==> src/rtl/adder9_seq_ctrl.sv <==
// rtl/adder9_seq_ctrl.sv - wide adder sequencer driving one shared 9-bit adder slice per clock
// Optional feature macro: ADDER9_SEQ_SUB_EN (adds a sub input; A-B via inverted B and forced carry-in)
module adder9_seq_ctrl #(
   parameter int NSLICES = 4
) (
   input  logic                   clk,
   input  logic                   rst,
   input  logic                   start,
   input  logic [9*NSLICES-1:0]   a,
   input  logic [9*NSLICES-1:0]   b,
   input  logic                   cin,
`ifdef ADDER9_SEQ_SUB_EN
   input  logic                   sub,
`endif
   output logic                   busy,
   output logic                   done,
   output logic [9*NSLICES-1:0]   sum,
   output logic                   cout,
   output logic [8:0]             add_a,
   output logic [8:0]             add_b,
   output logic                   add_cin,
   input  logic [8:0]             add_s,
   input  logic                   add_cout
);

   localparam int W  = 9 * NSLICES;
   localparam int IW = (NSLICES > 1) ? $clog2(NSLICES) : 1;

   typedef enum logic [1:0] {
      IDLE = 2'd0,
      RUN  = 2'd1,
      DONE = 2'd2
   } state_t;

   state_t          state_q, state_d;
   logic [W-1:0]    a_q, a_d;
   logic [W-1:0]    b_q, b_d;
   logic [W-1:0]    sum_q, sum_d;
   logic            carry_q, carry_d;
   logic            cout_q, cout_d;
   logic [IW-1:0]   idx_q, idx_d;
   logic            busy_q, busy_d;
   logic            done_q, done_d;
`ifdef ADDER9_SEQ_SUB_EN
   logic            sub_q, sub_d;
`endif

   assign busy = busy_q;
   assign done = done_q;
   assign sum  = sum_q;
   assign cout = cout_q;

   // Select the active slice for the shared adder; drive zeros whenever not running
   always_comb begin
      add_a   = 9'd0;
      add_b   = 9'd0;
      add_cin = 1'b0;
      if (state_q == RUN) begin
         add_cin = carry_q;
         for (int k = 0; k < NSLICES; k++) begin
            if (idx_q == IW'(k)) begin
               add_a = a_q[9*k +: 9];
`ifdef ADDER9_SEQ_SUB_EN
               add_b = sub_q ? ~b_q[9*k +: 9] : b_q[9*k +: 9];
`else
               add_b = b_q[9*k +: 9];
`endif
            end
         end
      end
   end

   // Next-state and datapath updates: accept in IDLE/DONE, one slice per RUN cycle
   always_comb begin
      state_d = state_q;
      a_d     = a_q;
      b_d     = b_q;
      sum_d   = sum_q;
      carry_d = carry_q;
      cout_d  = cout_q;
      idx_d   = idx_q;
      busy_d  = 1'b0;
      done_d  = 1'b0;
`ifdef ADDER9_SEQ_SUB_EN
      sub_d   = sub_q;
`endif
      case (state_q)
         IDLE, DONE: begin
            if (start) begin
               a_d     = a;
               b_d     = b;
               sum_d   = '0;
               cout_d  = 1'b0;
               idx_d   = '0;
`ifdef ADDER9_SEQ_SUB_EN
               sub_d   = sub;
               carry_d = sub | cin;
`else
               carry_d = cin;
`endif
               state_d = RUN;
               busy_d  = 1'b1;
            end else begin
               state_d = IDLE;
            end
         end
         RUN: begin
            for (int k = 0; k < NSLICES; k++) begin
               if (idx_q == IW'(k)) begin
                  sum_d[9*k +: 9] = add_s;
               end
            end
            carry_d = add_cout;
            if (idx_q == IW'(NSLICES - 1)) begin
               cout_d  = add_cout;
               idx_d   = '0;
               state_d = DONE;
               done_d  = 1'b1;
            end else begin
               idx_d   = idx_q + 1'b1;
               busy_d  = 1'b1;
            end
         end
         default: begin
            state_d = IDLE;
         end
      endcase
   end

   // Single state register for FSM, operands, result and registered status outputs
   always_ff @(posedge clk or posedge rst) begin
      if (rst) begin
         state_q <= IDLE;
         a_q     <= '0;
         b_q     <= '0;
         sum_q   <= '0;
         carry_q <= 1'b0;
         cout_q  <= 1'b0;
         idx_q   <= '0;
         busy_q  <= 1'b0;
         done_q  <= 1'b0;
`ifdef ADDER9_SEQ_SUB_EN
         sub_q   <= 1'b0;
`endif
      end else begin
         state_q <= state_d;
         a_q     <= a_d;
         b_q     <= b_d;
         sum_q   <= sum_d;
         carry_q <= carry_d;
         cout_q  <= cout_d;
         idx_q   <= idx_d;
         busy_q  <= busy_d;
         done_q  <= done_d;
`ifdef ADDER9_SEQ_SUB_EN
         sub_q   <= sub_d;
`endif
      end
   end

endmodule

==> config.mk <==
export PLATFORM = sky130hd
export DESIGN_NAME = adder9_seq_ctrl
export DESIGN_NICKNAME = d
export VERILOG_FILES = /design/src/rtl/adder9_seq_ctrl.sv
export SDC_FILE = /design/constraint.sdc
export NUM_CORES = 1
export LEC_CHECK = 0
export ABC_CLOCK_PERIOD_IN_PS = 3790
export BUFFER_PORTS_ARGS = -buffer_cell sky130_fd_sc_hd__buf_2
export CORE_MARGIN = 4
export CORE_UTILIZATION = 40
export CTS_CLUSTER_SIZE = 14
export DETAILED_ROUTE_END_ITERATION = 8
export GPL_TIMING_DRIVEN = 0
export PLACE_DENSITY_LB_ADDON = 0.1
export SLEW_MARGIN = 20
export SYNTH_ARGS = -nofsm -noshare
export SYNTH_HDL_FRONTEND = slang
export SYNTH_SLANG_ARGS = --single-unit
==> constraint.sdc <==
create_clock -name clk -period 3.79 [get_ports clk]
set_input_delay 0.9475 -clock clk [delete_from_list [all_inputs] [get_ports clk]]
set_output_delay 0.9475 -clock clk [all_outputs]
set_load 0.005 [all_outputs]
## Word level (Yosys, flattened, before mapping)

Cells that the tools add are included.

| word-level totals | value |
|---|---|
| bits of input ports | 86 |
| output and inout port bits | 58 |
| word-level logic and storage cells | 66 |
| register bits after elaboration | 116 |

| cells by class | value |
|---|---|
| eq/ne operators | 10 |
| multiplexer cells | 33 |
| $add $sub $neg | 1 |
| reduce and logical (&&, ||, !) cells | 10 |

Operators with widths:

| operator | count |
|---|---|
| 2-to-1 mux 9 bit | 14 |
| case mux 36 bit (2 select lines) | 1 |
| 2-to-1 mux 36 bit | 1 |
| AND reduction 3 bit | 4 |
| 2-to-1 mux 1 bit | 9 |
| != test 2 x 1 -> 1 bit, second input constant | 4 |
| case mux 2 bit (2 select lines) | 2 |
| == test 2 bit, second input constant | 3 |
| 2-to-1 mux 2 bit | 3 |
| case mux 1 bit (2 select lines) | 3 |
| == test 2 x 1 -> 1 bit, second input constant | 2 |
| logical NOT 2 bit | 2 |
| AND reduction 2 bit | 2 |
| adder 2 x 1 -> 2 bit, second input constant | 1 |
| != test 2 bit, second input constant | 1 |
| nonzero test 2 bit | 1 |
| OR reduction 2 bit | 1 |

## Depth between registers and ports, before layout

| depth | value |
|---|---|
| word-level depth | 6 |
| mapped depth | 7 |
| mapped depth without buffers | 5 |

## Least setup slack after synthesis

OpenSTA, ideal clock, no wires.

| timing | value |
|---|---|
| path kind | reg2out |
| start | reg idx_q[0] |
| end | out add_b[6] |
| cell stages (with the launch flop) | 8 |
| path buffers | 2 |
| setup slack | 1.369 ns |
| required time | 2.843 ns |
| arrival | 1.474 ns |
| cells stage by stage | dfrtp_1 > inv_1 > ha_1 > nor2b_1 > buf_4 > buf_4 > a221oi_1 > o41ai_1 |

| between the ends | value |
|---|---|
| word-level cells in the longest chain between the ends | 6 |
| elaborated cells between the ends (all ways) | 9 |
| classes of those cells | eq/ne (3); mux (5); reduce/logical (1) |

RTL lines:

| element | line | source |
|---|---|---|
| start: declaration | 41 | `logic [IW-1:0] idx_q, idx_d;` |
| start signal: assignment | 152 | `idx_q <= idx_d;` |
| logical NOT 2 bit | 61 | `if (idx_q == IW'(k)) begin` |
| 2-to-1 mux 9 bit (3 in series) | 61 |  |
| 2-to-1 mux 9 bit (*) | 61 |  |
| 2-to-1 mux 9 bit (*) | 58 | `if (state_q == RUN) begin` |
| end: declaration | 20 | `output logic [8:0] add_b,` |

Every way passes the cells marked *; elsewhere a longest branch is shown, timed or not.

## Worst setup path after layout

| timing | value |
|---|---|
| start | reg idx_q[0] |
| end | out add_b[7] |

The elaborated chain is that of the path after synthesis.

==> results by group <==
STA
  • Setup violations, final: 0
  • Final Hold Viols: 0
  • Max-slew violations: 0
  • Fin crit period: 3.47 ns
  • FMAX: 288 MHz
  • Clock skew: 0.00338 ns
  • Worst-margin pin slew: 0.578 ns
  • Setup TNS: 0 ns
  • Max_slew headroom: 0.610
  • Unrepaired setup endpoints after global routing: no
  • Tcrit/Tclk final: 0.917

Synthesis
  • Gate Count Post-Synth: 535
  • Synth top area share: 0.561
  • Synth top area cells: dfrtp_1, nand2_1, mux2_2, nand3_1, a221oi_1
  • Asr flop ratio synth: 1.00
  • Syn_nets: 625
  • EDFF count, synth: 0
  • Post-Syn Area: 5180 µm²
  • Synthesized area per cell: 9.68 µm²
  • Yosys reg bits: 116
  • Post-synth top area cell: dfrtp_1
  • Count of cell types in the netlist: 26
  • Predominant post-synthesis flop cell: dfrtp_1
  • Seq/Total Area, Yosys: 0.561
  • YS warnings: 0

Worst setup path
  • Worst setup path class: register to output pin
  • RR Endpoint: sum[0]$_DFFE_PP0P_
  • Worst setup SP type: register
  • Crit path required time: 2.84 ns
  • CP max stage delay: 0.49 ns
  • Slowest CP cell: o41ai_1
  • CP startpoint: idx_q[0]$_DFFE_PP0P_
  • Worst R2R Path Depth: 6
  • Worst path most repeated cell: buf_2
  • Setup crit end kind: output pin
  • Crit path cell chain: inv_1 -> ha_1 -> buf_2 -> clkbuf_1 -> a221oi_1 -> o41ai_1 -> buf_2
  • FF-to-FF Start: idx_q[0]$_DFFE_PP0P_
  • Critical-path maximum fanout: 10
  • Worst Path Arrival: 2.53 ns
  • Setup slack, reg-to-reg: 1.95 ns

Final layout
  • Layout cell share with drive strength beyond 1: 0.321
  • Layout Nets: 791
  • Synth-to-Final Area Change: 30.7%
  • Highest-count cells in the layout ignoring fill and taps: nand2_1, buf_2, dfrtp_1, nand3_1, nor2b_1
  • Non-filler cells, final: 882
  • Antenna cells: 0
  • Commonest non-fill, non-tap cell in the layout: nand2_1
  • Fill count: 1222

Clock tree
  • Root buffer cell: clkbuf_16
  • Clock H-tree levels: 4
  • Reg clk slew, reported paths: 0.05 ns
  • Clock buffer depth: 2
  • Post-CTS Setup Bufs: 0
  • # resized after CTS: 0
  • Clock sink count: 116
  • Total CTS buffers: 17
  • Post-CTS Hold Buffers: 0
  • CTS tree: done
  • Clk Latency, worst-skew pair: 0.41 ns

Floorplanning
  • Top Ports: 144
  • Initial Util: 0.410
  • Die area: 14800 µm²
  • Row cnt: 41
  • Die width: 122 µm
  • Core Region: 12600 µm²
  • Die Height: 122 µm

Outcome
  • Outcome: finished, final reports clean

GRT
  • Initial antenna violation count: 0
  • Overflow after GRT: 0
  • Largest net degree at the start of global routing: 34
  • Global-route wire length before repair: 23200 µm
  • Tot GR Track Use: 0.206
  • Vias in the first global route: 4504

Placement
  • Dpl cells: 854
  • GPL Wtd Cong: 0.841
  • DP HPWL: 10800 µm
  • PortBufs: 143

Worst hold path
  • Hold_sp: b_q[21]$_DFFE_PP0P_
  • WHS Endpoint: b_q[21]$_DFFE_PP0P_
  • Hold Path Class: register to register
  • Hold path cells: 2

Flow run
  • Max-cap violations: 0

Route
  • Vias: 4349
  • Drt drc: 0
  • Routed WL: 14500 µm
  • Wirelength per Cell: 16.4 µm
  • DR pass1 iterations: 4
  • Initial DRC Count: 215
  • Vias per cell: 4.93
  • Final ANT Viol Nets: 0

Pwr
  • Pleak: 3.62 nW
  • Pwr Density: 893 nW/µm²
  • Max IR drop VDD: 0.400 mV
cell usage after synthesis, drive strengths merged (3+ instances only):
| master | instances |
|---|---|
| nand2 | 225 |
| clkbuf | 15 |
| buf | 25 |
| nand3 | 36 |
| inv | 3 |
| nor2b | 21 |
| dfrtp | 116 |
| ha | 4 |
| mux2 | 28 |
| a221oi | 18 |
| o41ai | 18 |
| and2 | 13 |
worst max-delay path, delay by kind of cell (launching register included):
family / cells / cell delay [ns]
flops: 1 / 0.43
buf+inv: 4 / 0.95
fa+ha+maj: 1 / 0.13
compound gates: 2 / 0.60
power breakdown:
group	switching, W	internal [W]
Sequential	0.000312	0.00181
Combinational	0.00136	0.00104
Clock	0.000529	0.000984
Total	0.00220	0.00384
area by class of cell:
class,instances,area (µm²),area share
Clock buffer,23,508,0.0751
Timing Repair Buffer,147,811,0.120
Inverter,3,15.0,0.00222
Sequential cell,116,2900,0.429
Clock inverter,5,50.0,0.00740
Multi-Input combinational cell,376,2060,0.305
Tap cell,172,215,0.0318
Buffer,40,201,0.0298
through the flow:
step / cell area (µm²) / hold slack [ns] / total power, W / worst slack, ns / util
floorplan: 5180 / 0.445 / 0.00362 / 1.37 / -
global placement: 6110 / 0.459 / 0.00448 / 0.648 / 0.484
detailed placement: 6210 / 0.463 / 0.00455 / 0.739 / 0.492
CTS: 6760 / 0.476 / 0.00610 / 0.303 / 0.536
global route: 6760 / 0.492 / 0.00650 / 0.102 / 0.536
finish: 6760 / 0.471 / 0.00604 / 0.316 / 0.536
flip-flops by register name, summed over array words and instances, names as in the netlist:
| signal | flops |
|---|---|
| cout | 1 |
| carry_q | 1 |
| sum | 36 |
| done | 1 |
| a_q | 36 |
| busy | 1 |
| idx_q | 2 |
| state_q | 2 |
| b_q | 36 |
logic make-up after synthesis:
group | share of synthesized area
DFF | 0.561
adders and majority gates | 0.00967
AOI/OAI and AO/OA | 0.0757
and+or+nand+nor | 0.245
buffers and inverters | 0.0411
muxes | 0.0682
worst max-delay path by stage:
stage | endpoint | slack, ns | depth (start not counted)
after floorplan | add_b[6] | 1.37 | 7
after global placement | a_q[14]$_DFFE_PP0P_ | 0.65 | 2
after detailed placement | add_b[6] | 0.74 | 7
after CTS | add_b[6] | 0.30 | 7
after global routing | add_b[6] | 0.10 | 7
final | add_b[7] | 0.32 | 7
metal layers:
layer	wire length, µm	vias to the layer above	track usage
met5	0	-	0
met4	321	0	0.0854
met3	824	27	0.0543
met2	6760	125	0.321
met1	6550	2087	0.275
li1	-	2110	-
Power figures use the tool's default switching activity.
